### src/rtl/instr_fetch_unit.sv
// Instruction fetch unit: credit-limited sequential fetch into a {pc, instr} FIFO with redirect.
// Optional HALT opcode support is enabled by defining IFU_HALT_EN.
module instr_fetch_unit #(
  parameter logic [31:0] RESET_PC   = 32'h0000_0000,
  parameter int          FIFO_DEPTH = 4
) (
  input  logic        clk,
  input  logic        rst,
  output logic        imem_req,
  output logic [31:0] imem_addr,
  input  logic [31:0] imem_rdata,
  output logic [31:0] instr,
  output logic [31:0] instr_pc,
  output logic        instr_valid,
  input  logic        instr_ready,
  input  logic        redirect,
  input  logic [31:0] redirect_pc,
  output logic        halt
);

  localparam int AW = $clog2(FIFO_DEPTH);
  localparam int CW = $clog2(FIFO_DEPTH) + 1;
  localparam logic [CW-1:0] DEPTH_C = CW'(FIFO_DEPTH);
  localparam logic [CW-1:0] ONE_C   = CW'(1);

  logic [31:0]   pc;
  logic [31:0]   inflight_pc;
  logic          inflight;
  logic [31:0]   fifo_data [FIFO_DEPTH];
  logic [31:0]   fifo_pc   [FIFO_DEPTH];
  logic [AW-1:0] rd_ptr;
  logic [AW-1:0] wr_ptr;
  logic [CW-1:0] count;
  logic          halt_pending;
  logic          halt_r;
  logic          halt_hit;
  logic          fetch;
  logic          enq;
  logic          deq;

  // Credits count the in-flight response so the FIFO can never overflow.
  assign fetch = !rst && !redirect && !halt_pending && !halt_hit &&
                 ((count + CW'(inflight)) < DEPTH_C);
  assign enq   = inflight && !redirect;
  assign deq   = instr_valid && instr_ready;

  assign imem_req    = fetch;
  assign imem_addr   = rst ? RESET_PC : pc;
  assign instr_valid = !rst && (count != '0);
  assign instr       = instr_valid ? fifo_data[rd_ptr] : '0;
  assign instr_pc    = instr_valid ? fifo_pc[rd_ptr] : '0;
  assign halt        = !rst && halt_r;

  always_ff @(posedge clk) begin
    if (rst) begin
      pc          <= RESET_PC;
      inflight    <= 1'b0;
      inflight_pc <= RESET_PC;
      rd_ptr      <= '0;
      wr_ptr      <= '0;
      count       <= '0;
    end else if (redirect) begin
      pc       <= redirect_pc;
      inflight <= 1'b0;
      rd_ptr   <= '0;
      wr_ptr   <= '0;
      count    <= '0;
    end else begin
      inflight <= fetch;
      if (fetch) begin
        pc          <= pc + 32'd4;
        inflight_pc <= pc;
      end
      if (enq) wr_ptr <= wr_ptr + 1'b1;
      if (deq) rd_ptr <= rd_ptr + 1'b1;
      case ({enq, deq})
        2'b10:   count <= count + 1'b1;
        2'b01:   count <= count - 1'b1;
        default: count <= count;
      endcase
    end
  end

  always_ff @(posedge clk) begin
    if (!rst && enq) begin
      fifo_data[wr_ptr] <= imem_rdata;
      fifo_pc[wr_ptr]   <= inflight_pc;
    end
  end

`ifdef IFU_HALT_EN
  // Blocking the fetch in the enqueue cycle keeps the HALT word as the last FIFO entry.
  assign halt_hit = inflight && (imem_rdata[31:26] == 6'b111111);

  always_ff @(posedge clk) begin
    if (rst || redirect) begin
      halt_pending <= 1'b0;
      halt_r       <= 1'b0;
    end else begin
      if (halt_hit) halt_pending <= 1'b1;
      if (halt_pending && deq && (count == ONE_C)) halt_r <= 1'b1;
    end
  end
`else
  assign halt_hit     = 1'b0;
  assign halt_pending = 1'b0;
  assign halt_r       = 1'b0;
`endif

endmodule

### config.mk
export PLATFORM = sky130hd
export DESIGN_NAME = instr_fetch_unit
export DESIGN_NICKNAME = d
export VERILOG_FILES = /design/src/rtl/instr_fetch_unit.sv
export SDC_FILE = /design/constraint.sdc
export NUM_CORES = 1
export LEC_CHECK = 0
export ABC_AREA = 1
export BUFFER_PORTS_ARGS = -buffer_cell sky130_fd_sc_hd__buf_2
export CAP_MARGIN = 5
export CORE_UTILIZATION = 63
export CTS_BUF_LIST = sky130_fd_sc_hd__clkbuf_16
export DETAILED_ROUTE_END_ITERATION = 8
export PLACE_DENSITY = 0.92
export SYNTH_ARGS = -nofsm -noshare
export SYNTH_HDL_FRONTEND = slang
export SYNTH_SLANG_ARGS = --single-unit
export TNS_END_PERCENT = 1
### constraint.sdc
create_clock -name clk -period 9.85 [get_ports clk]
set_clock_uncertainty 0.05 [all_clocks]
set_input_delay 0.985 -clock clk [delete_from_list [all_inputs] [get_ports clk]]
set_output_delay 0.985 -clock clk [all_outputs]
set_load 0.02 [all_outputs]
; ---- Word-level counts from Yosys, hierarchy flattened
; Memory sizes are Yosys's and may differ from the RTL's. A register that Yosys moved wholly into a read port is not among the register bits.
; Index checks and enable logic that the tools add are counted.
[op_classes]
addsub = 6
n_mul = 0
div_mod_pow = 0
n_lt_le_gt_ge = 1
eq_ne = 2
shifts = 0
muxes = 12
bitwise_logic = 1
reduce_logical = 13
[op_table]
columns = op, count
row1 = 32-bit two-way mux, 5
row2 = "32-bit by 3-bit adder with 32-bit output, second input constant", 1
row3 = 2-bit two-way mux, 4
row4 = 1-bit logical AND, 6
row5 = 3-bit case mux with 2 select lines, 1
row6 = "2-bit by 1-bit adder with 2-bit output, second input constant", 2
row7 = 2-bit nonzero test, 2
row8 = 3-bit by 1-bit adder with 3-bit output, 1
row9 = "3-bit by 1-bit adder with 3-bit output, second input constant", 1
row10 = "3-bit < comparator, second input constant", 1
row11 = 3-bit nonzero test, 1
row12 = "3-bit by 1-bit subtractor with 3-bit output, second input constant", 1
row13 = "2-bit by 1-bit equality test with 1-bit output, second input constant", 1
row14 = "2-bit equality test, second input constant", 1
row15 = 1-bit logical NOT, 2
row16 = 1-bit two-way mux, 2
row17 = 2-bit AND reduction, 1
row18 = 2-bit OR reduction, 1
row19 = 1-bit inverter, 1
[totals]
reg_bits = 72
latch_bits = 0
ramBits = 256
rom_bits = 0
in_bits = 68
output_inout_bits = 99
wordCells = 43
memories = 2
[mem_list]
columns = memory, depth, word_bits, read_ports, rd_ports_with_merged_regs, write_ports, line
row1 = fifo_data, 4, 32, 1, 1, 1, 29  ; logic [31:0] fifo_data [FIFO_DEPTH];
row2 = fifo_pc, 4, 32, 1, 1, 1, 30  ; logic [31:0] fifo_pc [FIFO_DEPTH];

; ---- Logic depth before layout (Yosys ltp)
[logic_depth]
depth_word = 5
mapped_depth = 11
depth_no_buf = 11

; ---- Worst setup path before layout
; Ideal clock, no wire load.
[synth_path]
kind = input port to flip-flop
startpoint = input port rst
endpoint = memory fifo_data[0][0] (enable)
setup_time_ns = 0.486
arrival_time_ns = 4.051
t_required_ns = 9.314
setup_slack_ns = 5.263
cell_stages = 4
n_path_buf = 1
cell_sequence = buf_4 -> nor2_8 -> nand2_1 -> nor2_1
[synth_between]
elab_chain_len = 4
[synth_lines]
columns = element, line
row1 = "start, declared", 8  ; input logic rst,
row2 = 1-bit logical NOT, 85  ; if (!rst && enq) begin
row3 = 1-bit logical AND, 85
row4 = 1-bit two-way mux, 85
row5 = 1-bit two-way mux (implied by the code), 86  ; fifo_data[wr_ptr] <= imem_rdata;
row6 = "end, declared", 29
; No other way between the ends.

; ---- Worst setup path in the final report
[layout_path]
startpoint = input port rst
endpoint = output port instr[18]
[layout_between]
elab_chain_len = 3
[layout_lines]
columns = element, line
row1 = 1-bit logical NOT, 49  ; assign instr_valid = !rst && (count != '0);
row2 = 1-bit logical AND, 49
row3 = 32-bit two-way mux, 50  ; assign instr = instr_valid ? fifo_data[rd_ptr] : '0;
row4 = "end, declared", 12  ; output logic [31:0] instr,
; No other way between the ends.

==> flow_summary.ini <==
[global_route]
grt_pass1_vias = 9771
antenna_found_initial = 0
grt_remaining_overflow = 0
grtUsageTotal_pct = 28.76
grt_max_degree = 101
grt_pass1_wl_microns = 50140

[sta]
post-route-period-util_pct = 42.57
hold_violations = 0
slew_violations = 0
finalSetupTns_ps = 0
worstMarginPinSlew_ps = 1022
rsz0062_at_grt = false
setup_violations = 0
worst_slack_ps = 5657
slew_headroom_pct = 31.72
max_freq_mhz = 238.5
timing.final.crit_period_ps = 4193

[placed_design]
placed_area_sq_um = 14770
gp_congestion = 0.9103
dp_hpwl_microns = 19090
dp_slack_ps = 5721
io_buffers = 165

[synth]
syn_area_per_cell_sq_um = 10.09
ys_async_sr_fraction_pct = 0
netlist_top_cells_count = nor2_1 (331), edfxtp_1 (256), o21ai_0 (174)
synthAdderAreaFrac_pct = 0.6864
synth_largest_area_cell = edfxtp_1
synth_nets = 1448
yosys.area_share.simple_pct = 16.26
synth_ff_type = edfxtp_1
synth_top_family_by_area = simple AND/OR/NAND/NOR gates
syn_inst = 1373
ys_types = 32
synth-warning-count = 0
yosysSeqAreaShare_pct = 66.18
netlist.area_leader.share_pct = 55.49
yosys_register_bits = 330
synth_area_sq_um = 13850
yosysMostFrequentCell = nor2_1
synth-edff-count = 256
synth-compound-area-share_pct = 11.50
ys_top_cells_by_area = edfxtp_1 (55%), dfxtp_1 (11%), nor2_1 (9.0%)
synth_xor_area_share_pct = 0.3793
synthMuxAreaShare_pct = 0

[final_layout]
fillerInstances = 1371
layout-drive-gt1-share_pct = 16.86
layout.nets = 1580
fin_area_sq_um = 15850
n_antenna_cell = 0
utilization_pct = 74.45
syn_to_final_growth_pct = 14.39

[run_status]
run_status = complete, no violations

[cts]
post_cts_resize_count = 0
hold_buffers = 0
htreeDepth = 1
worst_skew_pair.late_latency_ps = 560
cts_post_setup_buffers_inserted = 0
clkSinkCount = 330
cts-root-buf = clkbuf_16
clock_path_buffers = 3
cts_tree = done
cts_inserted_buffers = 31
clk_pin_slew_worst_paths_ps = 60

[setup_path]
crit_type = input port to output port
cp_top_family = buffers and inverters
cpPeakStageDelay_ps = 590
crit_chain = buf_2 > buf_4 > inv_2 > nand2_2 > buf_4 > a21oi_1 > buf_2
cp-startpoint = rst
cp_max_fo = 66
worstPathArrival_ps = 3160
start_kind = input port
crit_path_end_kind = output port
timing.rr.start = count[0]
worst_path_max_delay_cell = buf_4
cp_num_buf_inv = 5
critPathRequiredTime_ps = 8820

[die]
rows = 53
io_pins = 167
start_util_pct = 65.09
die_h_microns = 150.3
chipWidth_microns = 150.3
fp.dieArea_sq_um = 22590
core_area_sq_um = 21290

[detailed_routing]
drt-initial-drc-count = 1000
post-route-drc-count = 0
routed_via_density = 5.778
dr.pass1.iters = 6
wl_microns = 32530
ant_nets = 0
via_count = 10430
wl_per_cell_microns = 18.02

[run]
maxCapViolations = 0

[worst_hold_path]
hp-class = flip-flop to flip-flop
worstHoldStart = rd_ptr[1]

[power]
power_per_cell_area_nw_per_um2 = 184.9
power.total_uw = 2930
p_sw_uw = 632.1
p_comb_share_pct = 4.5
power.static_leakage_uw = 0.006075
ir_drop_mv = 0.1031
seq_power_share_pct = 52.8
swShare_pct = 21.58
power_frac_clock_pct = 42.7
p_int_uw = 2298
[layout make-up]
cell class	instances	area [sq um]	area share, %
clock buffers	31	775.7	4.895
clock inverters	27	301.5	1.903
inverters	84	315.3	1.990
multi-input cells	882	4029	25.42
flip-flops and latches	330	9174	57.89
well taps	275	344.1	2.171
repair buffers	176	908.4	5.732
[metrics by stage]
step                      hold slack (ps)  std cells
final                               423.9       1805
after global routing                465.8       1805
after CTS                           423.5       1805
after detailed placement            405.0       1747
after global placement              392.6       1747
after floorplan                     385.6       1373
[state kept, by name (all words and copies together) (netlist names), named ones only]
name and count:
inflight_pc 32, fifo_pc 128, wr_ptr 2, fifo_data 128
pc 32, count 3, rd_ptr 2, inflight 1
[tightest hold or removal path, stage by stage (launching register included)]
cell and delay [ps]:
dfxtp_1 300, inv_1 60, a21oi_1 70
[layer usage]
metal  GRT usage, %  share of wire, %  vias to the layer above  wire, microns
met2          49.01                49                      573          15920
met5              0                 0                        -              0
met1          38.02                39                     4885          12620
met4          9.040               2.5                        0            816
li1               -                 -                     4907              -
met3          4.364               9.7                       64           3169
[cell families after synthesis]
kind of cell / count (synthesis)
adder cells (fa/ha/maj): 7
flip-flops: 330
XOR/XNOR: 6
AO/OA/AOI/OAI: 315
buffers and inverters: 161
other: 1
AND/OR/NAND/NOR: 553
[cells in the final DEF, fill, tap and decap left out, types with 10 or more instances in the layout]
| master | count |
|---|---|
| inv_1 | 83 |
| nor2_1 | 327 |
| o21ai_0 | 174 |
| buf_2 | 165 |
| nand2_1 | 144 |
| nor2_4 | 10 |
| clkbuf_16 | 31 |
| nand3_1 | 54 |
| a21oi_1 | 129 |
| dfxtp_1 | 72 |
| edfxtp_1 | 256 |
| buf_4 | 11 |
[worst paths after layout]
kind	endpoint	slack [ps]	depth (start not counted)
min	flip-flop	420	2
min reg2reg	flip-flop	420	2
max	instr[18]	5660	7
max reg2reg	count[2]	7170	12
[power groups by stage]
stage          Sequential (uW)  Clock [uW]  Combinational [uW]
3_3_place_gp              1570           0                 124
4_1_cts                   1550        1260                 132
3_5_place_dp              1580           0                 129
2_1_floorplan             1570           0                86.1
5_1_grt                   1550        1310                 147
6_report                  1550        1250                 133
Power figures use the tool's default switching activity.
